File: config.mk
export PLATFORM = sky130hd
export DESIGN_NAME = uart_rx_flat
export DESIGN_NICKNAME = d
export VERILOG_FILES = /design/src/rtl/uart_pkg.sv /design/src/rtl/uart_rx_if.sv /design/src/rtl/uart_rx_bit_timer.sv /design/src/rtl/uart_rx.sv /design/src/flat_wrapper.sv
export SDC_FILE = /design/constraint.sdc
export NUM_CORES = 1
export LEC_CHECK = 0
export CAP_MARGIN = 30
export CORE_MARGIN = 2
export CORE_UTILIZATION = 55
export CTS_CLUSTER_DIAMETER = 80
export DETAILED_ROUTE_END_ITERATION = 6
export GPL_TIMING_DRIVEN = 1
export PLACE_DENSITY = 0.77
export SETUP_SLACK_MARGIN = 0.05
export SLEW_MARGIN = 10
export SYNTH_ARGS = -nofsm -noshare
export SYNTH_HDL_FRONTEND = slang
export SYNTH_SLANG_ARGS = --single-unit
File: constraint.sdc
create_clock -name Clock -period 2.2 [get_ports Clock]
set_input_delay 0.44 -clock Clock [delete_from_list [all_inputs] [get_ports Clock]]
set_output_delay 0.44 -clock Clock [all_outputs]
set_load 0.005 [all_outputs]
File: src/rtl/uart_pkg.sv
// ---------------------------------------------------------------------------
// uart_pkg
// Definitions shared by the UART receiver and transmitter: the FSM state
// encoding, the data width of one character, and the clock-cycles-per-bit
// helper.
// Optional build macro: UART_RX_PARITY_EN. When it is defined, the receiver
// uses the PARITY state. The state is always declared so that both builds
// share one encoding.
// ---------------------------------------------------------------------------
package uart_pkg;

  localparam int DATA_BITS = 8;

  typedef enum logic [2:0] {
    IDLE   = 3'd0,
    START  = 3'd1,
    DATA   = 3'd2,
    STOP   = 3'd3,
    PARITY = 3'd4
  } uart_state_t;

  // Number of whole clock cycles per bit. The integer division truncates,
  // so the line is sampled slightly early on every bit when the clock is
  // not an exact multiple of the baud rate.
  function automatic int ticks_per_bit(input int clock_hz, input int baud);
    return clock_hz / baud;
  endfunction

endpackage

File: src/rtl/uart_rx_if.sv
// ---------------------------------------------------------------------------
// uart_rx_if
// Bundles the serial line and the byte-level outputs of the UART receiver.
//   Rx_i          serial line, idle high, asynchronous to the clock
//   Data_o        last correctly received byte
//   Done_o        one-cycle pulse when Data_o is updated
//   Busy_o        high while a frame is in progress
//   FrameError_o  one-cycle pulse when the stop bit samples 0
//   ParityError_o one-cycle pulse on a parity mismatch
//                 (present only with UART_RX_PARITY_EN)
// Modports:
//   slave  - the receiver itself
//   master - the line driver / byte consumer side
// Optional build macro: UART_RX_PARITY_EN.
// ---------------------------------------------------------------------------
interface uart_rx_if;

  logic       Rx_i;
  logic [7:0] Data_o;
  logic       Done_o;
  logic       Busy_o;
  logic       FrameError_o;
`ifdef UART_RX_PARITY_EN
  logic       ParityError_o;
`endif

`ifdef UART_RX_PARITY_EN
  modport slave  (input Rx_i, output Data_o, Done_o, Busy_o, FrameError_o, ParityError_o);
  modport master (output Rx_i, input Data_o, Done_o, Busy_o, FrameError_o, ParityError_o);
`else
  modport slave  (input Rx_i, output Data_o, Done_o, Busy_o, FrameError_o);
  modport master (output Rx_i, input Data_o, Done_o, Busy_o, FrameError_o);
`endif

endinterface

File: src/rtl/uart_rx_bit_timer.sv
// ---------------------------------------------------------------------------
// uart_rx_bit_timer
// Down-counter that paces bit sampling. Strobe is high while the count is
// zero. On the next clock the count reloads to TICKS-1, so strobes are one
// bit period apart.
//   Clock     system clock, rising edge
//   Reset     asynchronous, active-low
//   Load      reload to TICKS-1 (used to park the timer while idle)
//   HalfLoad  reload to TICKS/2-1 (first strobe lands mid start bit);
//             takes priority over Load
//   Strobe    sample strobe
// ---------------------------------------------------------------------------
module uart_rx_bit_timer #(
  parameter int TICKS = 10
) (
  input  logic Clock,
  input  logic Reset,
  input  logic Load,
  input  logic HalfLoad,
  output logic Strobe
);

  localparam int            CW   = $clog2(TICKS);
  localparam logic [CW-1:0] FULL = CW'(TICKS - 1);
  localparam logic [CW-1:0] HALF = CW'(TICKS / 2 - 1);
  localparam logic [CW-1:0] ONE  = CW'(1);

  logic [CW-1:0] r_count;

  // Count down. Reload on an explicit request or when the count reaches zero.
  always_ff @(posedge Clock or negedge Reset) begin
    if (!Reset) begin
      r_count <= FULL;
    end else if (HalfLoad) begin
      r_count <= HALF;
    end else if (Load) begin
      r_count <= FULL;
    end else if (r_count == '0) begin
      r_count <= FULL;
    end else begin
      r_count <= r_count - ONE;
    end
  end

  assign Strobe = (r_count == '0);

endmodule

File: src/rtl/uart_rx.sv
// ---------------------------------------------------------------------------
// uart_rx
// Asynchronous serial receiver with 8N1 framing (8 data bits, LSB first,
// 1 stop bit). The receiver synchronises the line, qualifies the start bit
// at mid-bit, samples each bit at mid-period, and presents the received
// byte with a one-cycle Done_o strobe.
// Parameters:
//   CLOCK_HZ  system clock frequency in Hz
//   BAUD      line bit rate; CLOCK_HZ/BAUD must be at least 4
// Ports:
//   Clock     system clock, rising edge
//   Reset     asynchronous, active-low
//   bus       uart_rx_if.slave (Rx_i in; Data_o, Done_o, Busy_o,
//             FrameError_o and optionally ParityError_o out)
// Optional build macro: UART_RX_PARITY_EN selects 8E1 framing, where a
// parity bit follows the data bits and parity is even.
// ---------------------------------------------------------------------------
module uart_rx
  import uart_pkg::*;
#(
  parameter int CLOCK_HZ = 1_000_000,
  parameter int BAUD     = 100_000
) (
  input logic      Clock,
  input logic      Reset,
  uart_rx_if.slave bus
);

  localparam int TICKS = ticks_per_bit(CLOCK_HZ, BAUD);
  localparam int IW    = $clog2(DATA_BITS);
  localparam logic [IW-1:0] LAST_BIT = IW'(DATA_BITS - 1);
  localparam logic [IW-1:0] IDX_ONE  = IW'(1);

  generate
    if (TICKS < 4) begin : g_ticksCheck
      $error("uart_rx: CLOCK_HZ/BAUD must be at least 4");
    end
  endgenerate

  logic r_rxMeta, r_rxSync, r_rxPrev;
  logic w_startEdge, w_strobe, w_timerLoad, w_timerHalfLoad, w_parityOk;

  uart_state_t          r_state;
  logic [IW-1:0]        r_bitIndex;
  logic [DATA_BITS-1:0] r_shift;
  logic [DATA_BITS-1:0] r_data;
  logic                 r_done, r_frameError, r_busy;
`ifdef UART_RX_PARITY_EN
  logic                 r_parityBit, r_parityError;
`endif

  // Two-flop synchroniser, plus a third flop that remembers the previous
  // synchronised level. The flops reset to the idle-high line level, so
  // reset release never looks like a start edge.
  always_ff @(posedge Clock or negedge Reset) begin
    if (!Reset) begin
      r_rxMeta <= 1'b1;
      r_rxSync <= 1'b1;
      r_rxPrev <= 1'b1;
    end else begin
      r_rxMeta <= bus.Rx_i;
      r_rxSync <= r_rxMeta;
      r_rxPrev <= r_rxSync;
    end
  end

  assign w_startEdge = r_rxPrev & ~r_rxSync;

  // The timer is held at full reload while idle, so it produces no strobes
  // there. A start edge half-loads it, which places every later strobe at
  // mid-bit.
  assign w_timerHalfLoad = (r_state == IDLE) && w_startEdge;
  assign w_timerLoad     = (r_state == IDLE) && !w_startEdge;

  uart_rx_bit_timer #(
    .TICKS(TICKS)
  ) u_bitTimer (
    .Clock   (Clock),
    .Reset   (Reset),
    .Load    (w_timerLoad),
    .HalfLoad(w_timerHalfLoad),
    .Strobe  (w_strobe)
  );

`ifdef UART_RX_PARITY_EN
  assign w_parityOk = ((^r_shift) == r_parityBit);
`else
  assign w_parityOk = 1'b1;
`endif

  // Frame FSM with registered outputs. Pulses default low each cycle.
  // After a frame ends, the FSM leaves STOP at mid-stop-bit, so a start edge
  // at the end of the stop bit is already seen in IDLE.
  always_ff @(posedge Clock or negedge Reset) begin
    if (!Reset) begin
      r_state       <= IDLE;
      r_bitIndex    <= '0;
      r_shift       <= '0;
      r_data        <= '0;
      r_done        <= 1'b0;
      r_frameError  <= 1'b0;
      r_busy        <= 1'b0;
`ifdef UART_RX_PARITY_EN
      r_parityBit   <= 1'b0;
      r_parityError <= 1'b0;
`endif
    end else begin
      r_done        <= 1'b0;
      r_frameError  <= 1'b0;
`ifdef UART_RX_PARITY_EN
      r_parityError <= 1'b0;
`endif
      case (r_state)
        IDLE: begin
          if (w_startEdge) begin
            r_state <= START;
            r_busy  <= 1'b1;
          end
        end
        START: begin
          // A line that is high again at mid start bit was a glitch.
          if (w_strobe) begin
            if (!r_rxSync) begin
              r_state    <= DATA;
              r_bitIndex <= '0;
            end else begin
              r_state <= IDLE;
              r_busy  <= 1'b0;
            end
          end
        end
        DATA: begin
          if (w_strobe) begin
            r_shift[r_bitIndex] <= r_rxSync;
            if (r_bitIndex == LAST_BIT) begin
`ifdef UART_RX_PARITY_EN
              r_state <= PARITY;
`else
              r_state <= STOP;
`endif
            end else begin
              r_bitIndex <= r_bitIndex + IDX_ONE;
            end
          end
        end
`ifdef UART_RX_PARITY_EN
        PARITY: begin
          if (w_strobe) begin
            r_parityBit <= r_rxSync;
            r_state     <= STOP;
          end
        end
`endif
        STOP: begin
          // Data_o changes only for a fully good frame. Both error pulses
          // may fire together, but never together with Done_o.
          if (w_strobe) begin
            r_state <= IDLE;
            r_busy  <= 1'b0;
            if (r_rxSync && w_parityOk) begin
              r_data <= r_shift;
              r_done <= 1'b1;
            end
            if (!r_rxSync) begin
              r_frameError <= 1'b1;
            end
`ifdef UART_RX_PARITY_EN
            if (!w_parityOk) begin
              r_parityError <= 1'b1;
            end
`endif
          end
        end
        default: begin
          r_state <= IDLE;
          r_busy  <= 1'b0;
        end
      endcase
    end
  end

  assign bus.Data_o        = r_data;
  assign bus.Done_o        = r_done;
  assign bus.Busy_o        = r_busy;
  assign bus.FrameError_o  = r_frameError;
`ifdef UART_RX_PARITY_EN
  assign bus.ParityError_o = r_parityError;
`endif

endmodule

File: src/flat_wrapper.sv
// flat-port wrapper written by rule: the top's interface ports become plain ports
module uart_rx_flat import uart_pkg::*;
#(
  parameter int CLOCK_HZ = 1_000_000,
  parameter int BAUD     = 100_000
)
  (Clock, Reset, bus_Rx_i, bus_Data_o, bus_Done_o, bus_Busy_o, bus_FrameError_o);
  uart_rx_if bus_i ();
  input logic Clock;
  input logic Reset;
  input wire logic [$bits(bus_i.Rx_i)-1:0] bus_Rx_i;
  output wire logic [$bits(bus_i.Data_o)-1:0] bus_Data_o;
  output wire logic [$bits(bus_i.Done_o)-1:0] bus_Done_o;
  output wire logic [$bits(bus_i.Busy_o)-1:0] bus_Busy_o;
  output wire logic [$bits(bus_i.FrameError_o)-1:0] bus_FrameError_o;
  assign bus_i.Rx_i = bus_Rx_i;
  assign bus_Data_o = bus_i.Data_o;
  assign bus_Done_o = bus_i.Done_o;
  assign bus_Busy_o = bus_i.Busy_o;
  assign bus_FrameError_o = bus_i.FrameError_o;
  uart_rx #(.CLOCK_HZ(CLOCK_HZ), .BAUD(BAUD)) u_core (.Clock(Clock), .Reset(Reset), .bus(bus_i));
endmodule
After elaboration in Yosys (flattened, before gate mapping) --
Index checks and enable logic that the tools add are counted.
Storage, ports and cells: bits in registers 32, bits of input ports 3, output and inout port bits 11, logic and storage cells 71
Cells by class: add/sub/neg operators 2, $lt $le $gt $ge 2, equal/unequal tests 12, muxes and demuxes 29, bitwise logic cells 3, reduce and logical (&&, ||, !) cells 12
Operator list (count):
- 3-bit two-way mux | 9
- 5-bit AND reduction | 3
- 4-bit two-way mux | 3
- 3-bit one-hot mux with 4 select lines | 1
- 1-bit two-way mux | 11
- 2-bit inequality test (second input constant) | 5
- 8-bit bitwise mux | 1
- 3-bit by 2-bit equality test with 1-bit output (second input constant) | 2
- 2-bit by 1-bit inequality test with 1-bit output (second input constant) | 3
- 3-bit one-hot mux with 2 select lines | 1
- 4-bit logical NOT | 1
- 3-bit by 4-bit less-than comparator with 1-bit output (second input constant) | 1
- 1-bit one-hot mux with 4 select lines | 1
- 4-bit by 1-bit subtractor with 4-bit output (second input constant) | 1
- 3-bit by 1-bit adder with 3-bit output (second input constant) | 1
- 1-bit demux with 3-bit select | 1
- 3-bit by 1-bit equality test with 1-bit output (second input constant) | 1
- 3-bit equality test (second input constant) | 1
- 3-bit by 1-bit >= comparator with 1-bit output (second input constant) | 1
- 1-bit logical AND | 3
- 3-bit logical NOT | 1
- 3-bit AND reduction | 1
- 2-bit two-way mux | 1
- 1-bit NOT | 2
- 4 further kinds | 4

Depth between registers and ports, before layout --
word-level depth 6, depth in mapped cells 6, depth with buffers taken out 5

By module --
A second synthesis with hierarchy kept.
Unflattened totals: cell total of the unflattened synthesis 105, area, all modules 1381.3 um^2
By module, submodules not included:
- uart_rx | times used 1, cells each 88, area each 1199.9 um^2, sequential area each 679.4 um^2
- uart_rx_bit_timer | times used 1, cells each 17, area each 181.4 um^2, sequential area each 102.6 um^2

Least setup slack after synthesis --
No wires, ideal clock.
kind register -> register, start register u_core.u_bitTimer.r_count[0], end register u_core.r_data[0] (netlist: u_core.bus.Data_o[0]), setup time 0.125 ns, arrival time 1.630 ns, data required time 2.075 ns, setup slack 0.445 ns, cell stages (with the launch flop) 7, path buffers 1, period minus slack after synthesis 1.755 ns, cell sequence dfstp_2 -> inv_1 -> ha_1 -> and4bb_1 -> and3_1 -> buf_6 -> mux2_4
On the way: word-level cells in the longest chain between the ends 2
RTL lines:
- start: declaration | line uart_rx_bit_timer.sv:28 | logic [CW-1:0] r_count;
- start signal: assignment | line uart_rx_bit_timer.sv:41 | r_count <= r_count - ONE;
- 4-bit logical NOT | line uart_rx_bit_timer.sv:45 | assign Strobe = (r_count == '0);
- 3-bit AND reduction (no line)
- end signal: assignment | line uart_rx.sv:161 | r_data <= r_shift;
- end: declaration | line uart_rx.sv:46 | logic [DATA_BITS-1:0] r_data;
Every way passes these cells. A chain may end at the register's enable or synchronous reset.

Worst setup path in the final report --
start register u_core.u_bitTimer.r_count[1], end register u_core.r_data[4] (netlist: u_core.bus.Data_o[4])
Same word-level chain as after synthesis.

==> results.py <==
metrics = {
    "detailed_routing": {
        "dr.pass1.iters": 4,
        "vias": 878,
        "drt-initial-drc-count": 16,
        "drcViolationCount": 0,
        "wire_per_inst_um": 15.2,
        "ant_nets": 0,
        "vias_per_cell": 5.66,
        "drt_wl_total_um": 2360,
    },
    "final_layout": {
        "final_common_cell": "dfrtp_1",
        "drive_above_1_share": 0.280,
        "multi_input_area_um2": 578,
        "insertedDiodeCount": 0,
        "layout.cells.most_common_list": "dfrtp_1 (26), clkdlybuf4s50_1 (13), mux2_2 (10), mux2_4 (8), a21oi_1 (6)",
        "fillers": 192,
        "area_delta_synth_final_pct": 15.3,
        "regArea_um2": 782,
        "nNetsFinal": 131,
        "finalCoreUtilization": 0.664,
    },
    "die": {
        "dieArea_um2": 2990,
        "dieHeight_um": 54.7,
        "fp.dieW_um": 54.7,
        "pin_count": 14,
        "core_um2": 2450,
        "rows": 18,
        "start_util": 0.576,
    },
    "worst_setup_path": {
        "worstSetupEndpoint": "u_core.bus.Data_o[4]",
        "path_buf_inv": 1,
        "slowest_delay_ps": 520,
        "crit_path_top_delay_cell": "and3_1",
        "r2r-end": "u_core.bus.Data_o[4]",
        "timing.rr.start": "u_core.u_bitTimer.r_count[1]",
        "cp_top_family": "simple AND/OR/NAND/NOR gates",
        "cp_max_fo": 9,
        "critPathCaptureType": "register",
        "cp.required_ps": 2400,
        "r2r_cells": 5,
        "rrSetupSlack_ps": 260,
        "crit_arrival_ps": 2150,
        "path_cells": "inv_1 > ha_1 > and4bb_1 > and3_1 > mux2_4",
        "crit_cells": 5,
        "timing.critical_path.from": "u_core.u_bitTimer.r_count[1]",
        "startpoint_type": "register",
        "worstSetupPathType": "reg -> reg",
    },
    "sta": {
        "maxSlewViolCount": 0,
        "finClkSkew_ps": 7.54,
        "hold_violations": 0,
        "whs_ps": 364,
        "slew_headroom": 0.648,
        "worstMarginPinSlew_ps": 521,
        "rsz0062_at_grt": "no",
        "setup_violations": 0,
        "period_minus_slack_ps": 1940,
        "finalCritPeriodShare": 0.882,
        "fmax_mhz": 515,
        "setup-tns-final_ps": 0,
    },
    "hold_path": {
        "worstHoldPathType": "reg -> reg",
        "hp-start": "u_core.r_rxMeta",
    },
    "placed_design": {
        "gp_congestion": 0.743,
        "io_buffers": 13,
        "dp_hpwl_um": 1620,
    },
    "power": {
        "pwr-share-comb": 0.232,
        "p_leak_uw": 0.000750,
        "p_sw_frac": 0.296,
        "powerDensity_nw_per_um2": 902,
        "ir_drop_mv": 0.674,
        "p_sw_uw": 436,
        "clkPwrFrac": 0.250,
        "seq_power_share": 0.518,
        "p_int_uw": 1040,
    },
    "clock_network": {
        "cts_max_path_buffers": 2,
        "path_clk_slew_ps": 90,
        "cts_resized": 0,
        "post-cts-setup-buffer-count": 0,
        "root_buffer": "clkbuf_4",
        "insertion_delay_ps": 320,
        "htree_num_levels": 2,
        "cts_sinks": 31,
        "cts_tree": "built",
        "cts_buffers": 5,
        "cts_hold_buf": 0,
    },
    "logic_synthesis": {
        "ys_types": 32,
        "ys_warn_count": 0,
        "seq_area_frac_synth": 0.553,
        "synthesis.nets": 115,
        "synth-seq-cells": 31,
        "syn_inst": 108,
        "synth_area_um2": 1410,
        "syn_area_per_cell_um2": 13.1,
    },
    "global_route": {
        "grt_pass1_vias": 853,
        "grt_pass1_wl_um": 4080,
        "grt_max_degree": 32,
        "grt.overflow.total": 0,
        "grt_usage": 0.200,
        "antenna_found_initial": 0,
    },
    "run_status": {
        "status": "completed",
    },
    "job": {
        "drv_cap": 0,
    },
}
sequential cells by signal (all words and copies together) (netlist names):
name                       flops
u_core.bus.Done_o              1
u_core.r_rxPrev                1
u_core.u_bitTimer.r_count      4
u_core.bus.Data_o              8
u_core.r_rxSync                1
u_core.bus.Busy_o              1
u_core.bus.FrameError_o        1
u_core.r_rxMeta                1
u_core.r_state                 2
u_core.r_shift                 8
u_core.r_bitIndex              3
through the flow:
step / std cells / area (um2) / total power, uW / setup slack [ps]
floorplan: 108 / 1410 / 1020 / 445
global placement: 147 / 1560 / 1100 / 312
detailed placement: 147 / 1560 / 1120 / 271
CTS: 155 / 1630 / 1480 / 248
global route: 155 / 1630 / 1580 / 131
finish: 155 / 1630 / 1470 / 259
Yosys cell counts:
| library cell | number | share of area |
|---|---|---|
| nand4b_1 | 2 | 0.012 |
| dfrtp_1 | 26 | 0.46 |
| nand2_1 | 2 | 0.0053 |
| nor2b_1 | 5 | 0.022 |
| and3_1 | 1 | 0.0044 |
| buf_2 | 2 | 0.0071 |
| buf_6 | 1 | 0.0080 |
| mux2_2 | 10 | 0.080 |
| nand4_1 | 3 | 0.013 |
| a32oi_2 | 1 | 0.012 |
| nand3b_1 | 1 | 0.0053 |
| nor2_1 | 5 | 0.013 |
| ha_1 | 4 | 0.035 |
| xnor2_1 | 1 | 0.0062 |
| nand2b_1 | 1 | 0.0044 |
| a21oi_1 | 6 | 0.021 |
| clkbuf_1 | 1 | 0.0027 |
| nor3_1 | 3 | 0.011 |
| inv_1 | 5 | 0.013 |
| o21bai_1 | 1 | 0.0053 |
| clkbuf_2 | 2 | 0.0071 |
| nand3_1 | 3 | 0.011 |
| mux2_4 | 8 | 0.085 |
| and4bb_2 | 1 | 0.0088 |
| o2bb2ai_1 | 1 | 0.0062 |
| and3b_1 | 1 | 0.0062 |
| nor4b_1 | 1 | 0.0062 |
| dfstp_2 | 5 | 0.093 |
| mux2i_1 | 2 | 0.014 |
| o21ai_0 | 1 | 0.0035 |
| nor3b_2 | 1 | 0.0088 |
| and4bb_1 | 1 | 0.0088 |
worst reg2reg max path: stages, from the launching register on:
cell,delay [ps]
dfrtp_1,390
inv_1,80
ha_1,180
and4bb_1,310
and3_1,520
mux2_4,350
cells by family (layout without fill, tap and decap cells):
group / after synthesis / count (layout) / synth area share
adder cells (fa/ha/maj): 4 / 4 / 0.0354
AND/OR/NAND/NOR: 31 / 31 / 0.141
multiplexers: 20 / 20 / 0.179
buffers and inverters: 11 / 28 / 0.0381
XOR/XNOR: 1 / 1 / 0.00620
AO/OA/AOI/OAI: 10 / 10 / 0.0478
flip-flops: 31 / 31 / 0.553
power by group through the flow:
stage	sequential (uW)	combinational [uW]	clock, uW
2_1_floorplan	724	295	0
3_3_place_gp	764	332	0
3_5_place_dp	772	345	0
4_1_cts	761	346	378
5_1_grt	777	392	413
6_report	762	342	367
worst min path at each step:
stage / slack, ps / endpoint / depth (start not counted)
2_1_floorplan: 140 / u_core.bus.Busy_o / 0
3_3_place_gp: 350 / u_core.r_rxSync / 0
3_5_place_dp: 350 / u_core.r_rxSync / 0
4_1_cts: 370 / u_core.r_rxSync / 0
5_1_grt: 370 / u_core.r_rxSync / 0
6_report: 360 / u_core.r_rxSync / 0
routing by layer:
layer  global-route usage  routed length (um)  up-vias
met5                    0                   0        -
met4               0.0875                  40        0
met3               0.0656                 127        5
met2                0.276                1090       25
met1                0.285                1100      434
li1                     -                   -      414
final cells by class:
class,count,area share
multi-input cells,66,0.355
clock buffers,8,0.0422
flip-flops and latches,31,0.480
repair buffers,15,0.0890
inverters,5,0.0115
well taps,30,0.0230
Power figures use the tool's default switching activity.
